==> src/rtl/tag_array_ctrl.sv <==
// -----------------------------------------------------------------------------
// tag_array_ctrl
//
// Client-side controller for a 4-way, SETS-deep banked tag SRAM whose entries
// are {valid, tag}. After reset it clears every set of the array, then serves
// single-outstanding tag lookups (hit, one-hot hit way, one-hot victim way) and
// one-hot-masked refill writes. The array sits next to this block and has a
// one-cycle read latency.
//
// Optional build macro:
//   TAG_ARRAY_CTRL_PLRU_EN - replace the global round-robin replacement pointer
//                            with a per-set 3-bit tree-PLRU register file.
//
// Ports:
//   clock, reset                 clock and synchronous active-high reset
//   req_valid/req_ready          lookup request handshake
//   req_set, req_tag             lookup set index and tag
//   resp_valid/resp_ready        lookup result handshake
//   resp_hit, resp_way_oh        hit flag and one-hot hit way (0 on miss)
//   resp_victim_oh               one-hot victim way (meaningful on a miss)
//   fill_valid/fill_ready        refill handshake
//   fill_set, fill_tag           refill set index and tag
//   fill_way_oh                  one-hot way mask to write
//   init_done                    array clear finished
//   sram_r_addr                  array read address
//   sram_r_data_0..3             array read data per way (one cycle later)
//   sram_w_en, sram_w_addr       array write enable and address
//   sram_w_data_0..3             array write data per way
//   sram_w_maskOH                array per-way write mask
// -----------------------------------------------------------------------------
module tag_array_ctrl #(
    parameter int SETS  = 512,
    parameter int WAYS  = 4,
    parameter int TAG_W = 18,
    localparam int AW   = $clog2(SETS),
    localparam int EW   = TAG_W + 1
) (
    input  logic             clock,
    input  logic             reset,
    input  logic             req_valid,
    output logic             req_ready,
    input  logic [AW-1:0]    req_set,
    input  logic [TAG_W-1:0] req_tag,
    output logic             resp_valid,
    input  logic             resp_ready,
    output logic             resp_hit,
    output logic [WAYS-1:0]  resp_way_oh,
    output logic [WAYS-1:0]  resp_victim_oh,
    input  logic             fill_valid,
    output logic             fill_ready,
    input  logic [AW-1:0]    fill_set,
    input  logic [TAG_W-1:0] fill_tag,
    input  logic [WAYS-1:0]  fill_way_oh,
    output logic             init_done,
    output logic [AW-1:0]    sram_r_addr,
    input  logic [EW-1:0]    sram_r_data_0,
    input  logic [EW-1:0]    sram_r_data_1,
    input  logic [EW-1:0]    sram_r_data_2,
    input  logic [EW-1:0]    sram_r_data_3,
    output logic             sram_w_en,
    output logic [AW-1:0]    sram_w_addr,
    output logic [EW-1:0]    sram_w_data_0,
    output logic [EW-1:0]    sram_w_data_1,
    output logic [EW-1:0]    sram_w_data_2,
    output logic [EW-1:0]    sram_w_data_3,
    output logic [WAYS-1:0]  sram_w_maskOH
);

    typedef enum logic [1:0] {
        ST_INIT   = 2'd0,
        ST_IDLE   = 2'd1,
        ST_LOOKUP = 2'd2,
        ST_RESP   = 2'd3
    } state_e;

    state_e           state_q, state_d;
    logic [AW-1:0]    cnt_q, cnt_d;
    logic             init_done_q, init_done_d;
    logic [TAG_W-1:0] tag_q, tag_d;
    logic             resp_valid_q, resp_valid_d;
    logic             resp_hit_q, resp_hit_d;
    logic [WAYS-1:0]  resp_way_q, resp_way_d;
    logic [WAYS-1:0]  resp_victim_q, resp_victim_d;

    logic             req_ready_s;
    logic             fill_ready_s;
    logic             fill_fire_s;
    logic             req_fire_s;
    logic             w_en_s;
    logic [AW-1:0]    w_addr_s;
    logic [EW-1:0]    w_data_s;
    logic [WAYS-1:0]  w_mask_s;
    logic [AW-1:0]    r_addr_s;

    logic [EW-1:0]    rd_s [WAYS];
    logic [WAYS-1:0]  hit_vec_s;
    logic [WAYS-1:0]  inv_vec_s;
    logic [WAYS-1:0]  repl_oh_s;
    logic [WAYS-1:0]  victim_s;

    // Isolate the lowest set bit: used both for multi-hit priority and for
    // the invalid-first victim choice.
    function automatic logic [3:0] lowest_oh(input logic [3:0] v);
        return v & (~v + 4'd1);
    endfunction

    assign rd_s[0] = sram_r_data_0;
    assign rd_s[1] = sram_r_data_1;
    assign rd_s[2] = sram_r_data_2;
    assign rd_s[3] = sram_r_data_3;

    // Per-way tag compare and invalid-way decode on the returned read data
    always_comb begin
        hit_vec_s = '0;
        inv_vec_s = '0;
        for (int k = 0; k < WAYS; k++) begin
            hit_vec_s[k] = rd_s[k][TAG_W] && (rd_s[k][TAG_W-1:0] == tag_q);
            inv_vec_s[k] = !rd_s[k][TAG_W];
        end
    end

    // Victim: an empty way always wins over the replacement policy
    always_comb begin
        victim_s = repl_oh_s;
        if (|inv_vec_s) begin
            victim_s = lowest_oh(inv_vec_s);
        end else begin
            victim_s = repl_oh_s;
        end
    end

`ifdef TAG_ARRAY_CTRL_PLRU_EN
    // Tree bits: [0] root (0 -> ways 0/1 are LRU side), [1] pair 0/1
    // (1 -> way 1 is LRU), [2] pair 2/3 (1 -> way 3 is LRU).
    logic [2:0]    plru_q [SETS];
    logic [AW-1:0] set_q, set_d;
    logic          plru_we_s;
    logic [AW-1:0] plru_idx_s;
    logic [2:0]    plru_wdata_s;
    logic [2:0]    plru_cur_s;

    // Point the tree away from the way just touched
    function automatic logic [2:0] plru_touch(input logic [2:0] p, input logic [3:0] oh);
        logic [2:0] n;
        n = p;
        case (oh)
            4'b0001: begin n[0] = 1'b1; n[1] = 1'b1; end
            4'b0010: begin n[0] = 1'b1; n[1] = 1'b0; end
            4'b0100: begin n[0] = 1'b0; n[2] = 1'b1; end
            4'b1000: begin n[0] = 1'b0; n[2] = 1'b0; end
            default: n = p;
        endcase
        return n;
    endfunction

    // Follow the tree bits to the least recently used way
    function automatic logic [3:0] plru_victim(input logic [2:0] p);
        logic [3:0] v;
        if (!p[0]) begin
            v = p[1] ? 4'b0010 : 4'b0001;
        end else begin
            v = p[2] ? 4'b1000 : 4'b0100;
        end
        return v;
    endfunction

    assign plru_cur_s = plru_q[set_q];
    assign repl_oh_s  = plru_victim(plru_cur_s);

    // Remember the looked-up set so LOOKUP can address its PLRU entry
    always_comb begin
        set_d = set_q;
        if (req_fire_s) begin
            set_d = req_set;
        end else begin
            set_d = set_q;
        end
    end

    // PLRU update source: fills (IDLE) and hits (LOOKUP) never coincide
    always_comb begin
        plru_we_s    = 1'b0;
        plru_idx_s   = set_q;
        plru_wdata_s = plru_cur_s;
        if (fill_fire_s) begin
            plru_we_s    = 1'b1;
            plru_idx_s   = fill_set;
            plru_wdata_s = plru_touch(plru_q[fill_set], lowest_oh(fill_way_oh));
        end else if ((state_q == ST_LOOKUP) && (|hit_vec_s)) begin
            plru_we_s    = 1'b1;
            plru_idx_s   = set_q;
            plru_wdata_s = plru_touch(plru_cur_s, lowest_oh(hit_vec_s));
        end else begin
            plru_we_s    = 1'b0;
        end
    end

    // PLRU register file and latched lookup set
    always_ff @(posedge clock) begin
        if (reset) begin
            for (int i = 0; i < SETS; i++) begin
                plru_q[i] <= 3'b000;
            end
            set_q <= '0;
        end else begin
            if (plru_we_s) begin
                plru_q[plru_idx_s] <= plru_wdata_s;
            end
            set_q <= set_d;
        end
    end
`else
    logic [1:0] rr_q, rr_d;

    assign rr_d      = fill_fire_s ? (rr_q + 2'd1) : rr_q;
    assign repl_oh_s = {{(WAYS-1){1'b0}}, 1'b1} << rr_q;

    // Global round-robin pointer, advanced by every accepted fill
    always_ff @(posedge clock) begin
        if (reset) begin
            rr_q <= 2'd0;
        end else begin
            rr_q <= rr_d;
        end
    end
`endif

    // Next-state logic and same-cycle array / handshake controls
    always_comb begin
        state_d       = state_q;
        cnt_d         = cnt_q;
        init_done_d   = init_done_q;
        tag_d         = tag_q;
        resp_valid_d  = resp_valid_q;
        resp_hit_d    = resp_hit_q;
        resp_way_d    = resp_way_q;
        resp_victim_d = resp_victim_q;
        req_ready_s   = 1'b0;
        fill_ready_s  = 1'b0;
        fill_fire_s   = 1'b0;
        req_fire_s    = 1'b0;
        w_en_s        = 1'b0;
        w_addr_s      = '0;
        w_data_s      = '0;
        w_mask_s      = '0;
        r_addr_s      = '0;
        // While reset is held every control output stays at its idle value
        if (reset) begin
            state_d = ST_INIT;
            cnt_d   = '0;
        end else begin
            case (state_q)
                ST_INIT: begin
                    w_en_s   = 1'b1;
                    w_addr_s = cnt_q;
                    w_mask_s = {WAYS{1'b1}};
                    if (cnt_q == AW'(SETS - 1)) begin
                        state_d     = ST_IDLE;
                        init_done_d = 1'b1;
                        cnt_d       = '0;
                    end else begin
                        cnt_d = cnt_q + AW'(1);
                    end
                end
                ST_IDLE: begin
                    fill_ready_s = 1'b1;
                    req_ready_s  = !fill_valid;
                    // A fill wins the cycle; it never reads, so no collision
                    if (fill_valid) begin
                        fill_fire_s = 1'b1;
                        w_en_s      = 1'b1;
                        w_addr_s    = fill_set;
                        w_mask_s    = fill_way_oh;
                        w_data_s    = {1'b1, fill_tag};
                    end else if (req_valid) begin
                        req_fire_s = 1'b1;
                        r_addr_s   = req_set;
                        tag_d      = req_tag;
                        state_d    = ST_LOOKUP;
                    end else begin
                        state_d = ST_IDLE;
                    end
                end
                ST_LOOKUP: begin
                    resp_valid_d  = 1'b1;
                    resp_hit_d    = |hit_vec_s;
                    resp_way_d    = lowest_oh(hit_vec_s);
                    resp_victim_d = victim_s;
                    state_d       = ST_RESP;
                end
                ST_RESP: begin
                    if (resp_ready) begin
                        resp_valid_d = 1'b0;
                        state_d      = ST_IDLE;
                    end else begin
                        state_d = ST_RESP;
                    end
                end
                default: begin
                    state_d = ST_INIT;
                    cnt_d   = '0;
                end
            endcase
        end
    end

    // State and response registers
    always_ff @(posedge clock) begin
        if (reset) begin
            state_q       <= ST_INIT;
            cnt_q         <= '0;
            init_done_q   <= 1'b0;
            tag_q         <= '0;
            resp_valid_q  <= 1'b0;
            resp_hit_q    <= 1'b0;
            resp_way_q    <= '0;
            resp_victim_q <= '0;
        end else begin
            state_q       <= state_d;
            cnt_q         <= cnt_d;
            init_done_q   <= init_done_d;
            tag_q         <= tag_d;
            resp_valid_q  <= resp_valid_d;
            resp_hit_q    <= resp_hit_d;
            resp_way_q    <= resp_way_d;
            resp_victim_q <= resp_victim_d;
        end
    end

    assign req_ready      = req_ready_s;
    assign fill_ready     = fill_ready_s;
    assign init_done      = init_done_q;
    assign resp_valid     = resp_valid_q;
    assign resp_hit       = resp_hit_q;
    assign resp_way_oh    = resp_way_q;
    assign resp_victim_oh = resp_victim_q;
    assign sram_r_addr    = r_addr_s;
    assign sram_w_en      = w_en_s;
    assign sram_w_addr    = w_addr_s;
    assign sram_w_maskOH  = w_mask_s;
    assign sram_w_data_0  = w_data_s;
    assign sram_w_data_1  = w_data_s;
    assign sram_w_data_2  = w_data_s;
    assign sram_w_data_3  = w_data_s;

endmodule

==> config.mk <==
export PLATFORM = sky130hd
export DESIGN_NAME = tag_array_ctrl
export DESIGN_NICKNAME = d
export VERILOG_FILES = /design/src/rtl/tag_array_ctrl.sv
export SDC_FILE = /design/constraint.sdc
export NUM_CORES = 1
export LEC_CHECK = 0
export ABC_AREA = 1
export BUFFER_PORTS_ARGS = -buffer_cell sky130_fd_sc_hd__buf_2
export CAP_MARGIN = 5
export CORE_UTILIZATION = 40
export DETAILED_ROUTE_END_ITERATION = 6
export PLACE_DENSITY_LB_ADDON = 0.25
export SYNTH_ARGS = -nofsm -noshare
export SYNTH_HDL_FRONTEND = slang
export SYNTH_SLANG_ARGS = --single-unit
export TNS_END_PERCENT = 5
==> constraint.sdc <==
create_clock -name clock -period 2.8 [get_ports clock]
set_input_delay 0.56 -clock clock [delete_from_list [all_inputs] [get_ports clock]]
set_output_delay 0.56 -clock clock [all_outputs]
set_load 0.02 [all_outputs]
==> metrics.txt <==
crit start category flop; first-pass detailed-route iteration total 5; Reg2Reg Setup Slack 0.99 ns; worst hold-check path type flop to flop; fill cell count 975; DIE AREA 9731 um2; FF-to-FF path depth 10; Max FO, Critical Path 21; Avg Inst Size Synth 5.838 um2; share of the yosys chip area belonging to registers 22.51%; PnR worst setup slack 0.1709 ns; Async SR Flop Fraction 0%; Die Ht 98.65 um; final WL 12550 um; final layout net count 972; post-CTS setup buffers 0; Total Power 1295 uW; Final Cell Area 4702 um2; cts bufs inserted 5; fin. max-slew vios 0; clock latency on the worst-skew pair 0.30 ns; hold-critical path depth 2; Routed Antenna Nets 0; Cells after DPL 928; #FFs+latches synth 42; # DRC 0; unique cell type count in the Yosys netlist 35; Setup WS pre-CTS 0.3494 ns; total count of hold-check failures in the final report 0; vias 4380; n_diodes 0; met2 GRT Util 47.56%; max-cap viol count 0; Final min period 2.629 ns; total track usage 25.20%; Crit path required time 2.24 ns; drt initial violations 139; worst-margin pin slew 0.6607 ns; met3 Usage GRT 5.319%; global-route wire length before repair 19260 um; placed cell areas 4607 um2; H-tree level count 2; CP arrival 2.07 ns; relative slew slack 55.79%; final clock period utilization by the worst path 93.90%; Rows 34; Setup CP Type flop to output pin; layout cells sized above 1 34.78%; Peak supply drop 202.6 uV; initial core utilization 42.02%; Post-DP HPWL 10580 um; Most Used Layer, Global Route met2; Routed WL per cell 13.41 um; clock transition at the registers of the reported paths 0.09 ns; warnings from Yosys 0; I/O Buffers 250; Syn Inst Count 640; status finished clean; final clock skew 0.008208 ns; number of flops mapped to enable cells by yosys 0; CTS tree done; TritonCTS Sinks 42; RSZ-0062 raised after global routing true; Main synth FF type dfxtp_1; CTS root buf clkbuf_8; IO Pins 251; Critical Path Sink Type output pin; Leak 0.002910 uW; setup violators final 0; largest net degree at the start of global routing 37; post-synthesis cell area 3736 um2; die outline width 98.65 um; clock buffer depth 2; Finished Layout Cells 936; Max Clk Rate 380.4 MHz; core footprint 8891 um2; P per Cell Area 275.5 nW/um2; Routability Congestion 0.8960; grt met1 use 29.18%; vias in the first global route 4008; initial antenna violation count 0; gr ovfl total 0; P&R area growth vs syn 25.85%; vias per std cell 4.679; post-synth net total 785
[cell usage after synthesis, types with 4 or more instances]
cell      number  area share, %
nand2_1      165             17
inv_1        102             10
nor2_1        93            9.3
buf_4         58             12
dfxtp_1       42             23
a21oi_1       40            5.4
o21ai_0       37            5.0
inv_2         11            1.1
nor3_1         9            1.2
a22oi_1        8            1.6
nand3_1        8            1.1
xor2_1         7            1.6
ha_1           6            2.0
buf_6          5            1.5
clkbuf_1       5           0.50
or2_2          5           0.84
xnor2_1        5            1.2
buf_2          4           0.54
nor2_2         4           0.67
[registers in the layout (all words and copies together) (netlist names)]
register        flops
init_done           1
tag_q              18
resp_valid          1
resp_hit            1
state_q             2
cnt_q               9
resp_way_oh         4
rr_q                2
resp_victim_oh      4
[cells by family after synthesis]
group           count (synthesis)  share of synthesized area (%)
buf+inv                       185                          25.55
fa+ha+maj                       6                          2.009
flops                          42                          22.51
compound gates                 99                          14.67
xor+xnor                       12                          2.813
simple gates                  296                          32.45
[through the flow]
step                hold slack [ns]  setup TNS [ns]  util, %
floorplan                    0.4473               0        -
global placement             0.4411               0    51.82
detailed placement           0.4474               0    51.82
CTS                          0.4614               0    52.83
global route                 0.4848         -0.5529    52.88
finish                       0.4570               0    52.88
[worst max-delay path, stage by stage, from the launching register on]
cell	delay [ns]
dfxtp_1	0.43
inv_2	0.05
nor2_2	0.09
inv_2	0.08
nor2_4	0.23
inv_2	0.11
nor2_4	0.13
inv_2	0.17
nor2_1	0.25
buf_2	0.22
[power breakdown]
group / switching (uW) / leakage [uW] / internal [uW]
registers: 7.76 / 0.000339 / 605
clock network: 238 / 0.0000441 / 176
logic: 143 / 0.00253 / 125
total: 390 / 0.00291 / 906
[timing repair]
action,in CTS,in global routing
gates resized for setup,0,2
hold buffers,0,0
setup endpoints to repair,0,28
[area by class of cell]
| class | count | area (um2) | area share (%) |
|---|---|---|---|
| multi-input cells | 413 | 1946 | 41.38 |
| repair buffers | 252 | 1266 | 26.93 |
| well taps | 108 | 135.1 | 2.874 |
| clock buffers | 5 | 68.82 | 1.464 |
| clock inverters | 3 | 21.27 | 0.4524 |
| inverters | 113 | 424.2 | 9.021 |
| flip-flops and latches | 42 | 840.8 | 17.88 |
[cells in the final DEF (no fill, tap or decap), types with 2 or more instances in the layout]
cell       instances
a31oi_1            2
xor2_1             7
dfxtp_1           42
o2111ai_1          2
buf_2            250
nor2_4             3
ha_1               6
nand3_1            8
nand4_1            3
inv_2             11
o21a_1             2
o21ai_1            2
inv_1            102
nor3b_2            2
a22oi_1            8
clkbuf_8           5
a21oi_1           40
nor2_2             6
o221ai_1           2
nor2_1            91
buf_4              2
xnor2_1            5
o21ai_0           37
nor3_1             9
or2_2              5
nand2_1          165
[layer usage]
metal | share of wire, % | vias to the layer above
met5 | 0 | -
met4 | 1.4 | 0
met3 | 8.4 | 13
met2 | 49 | 191
met1 | 41 | 1909
li1 | - | 2267
[final timing paths]
kind	startpoint	endpoint
min reg2reg	init_done$_SDFFE_PP0P_	init_done$_SDFFE_PP0P_
min	init_done$_SDFFE_PP0P_	init_done$_SDFFE_PP0P_
max	state_q[0]$_SDFFE_PP0P_	sram_w_data_1[0]
max reg2reg	cnt_q[1]$_SDFFE_PP0P_	cnt_q[4]$_SDFFE_PP0P_
No activity file was read; power rests on OpenSTA's default activity.
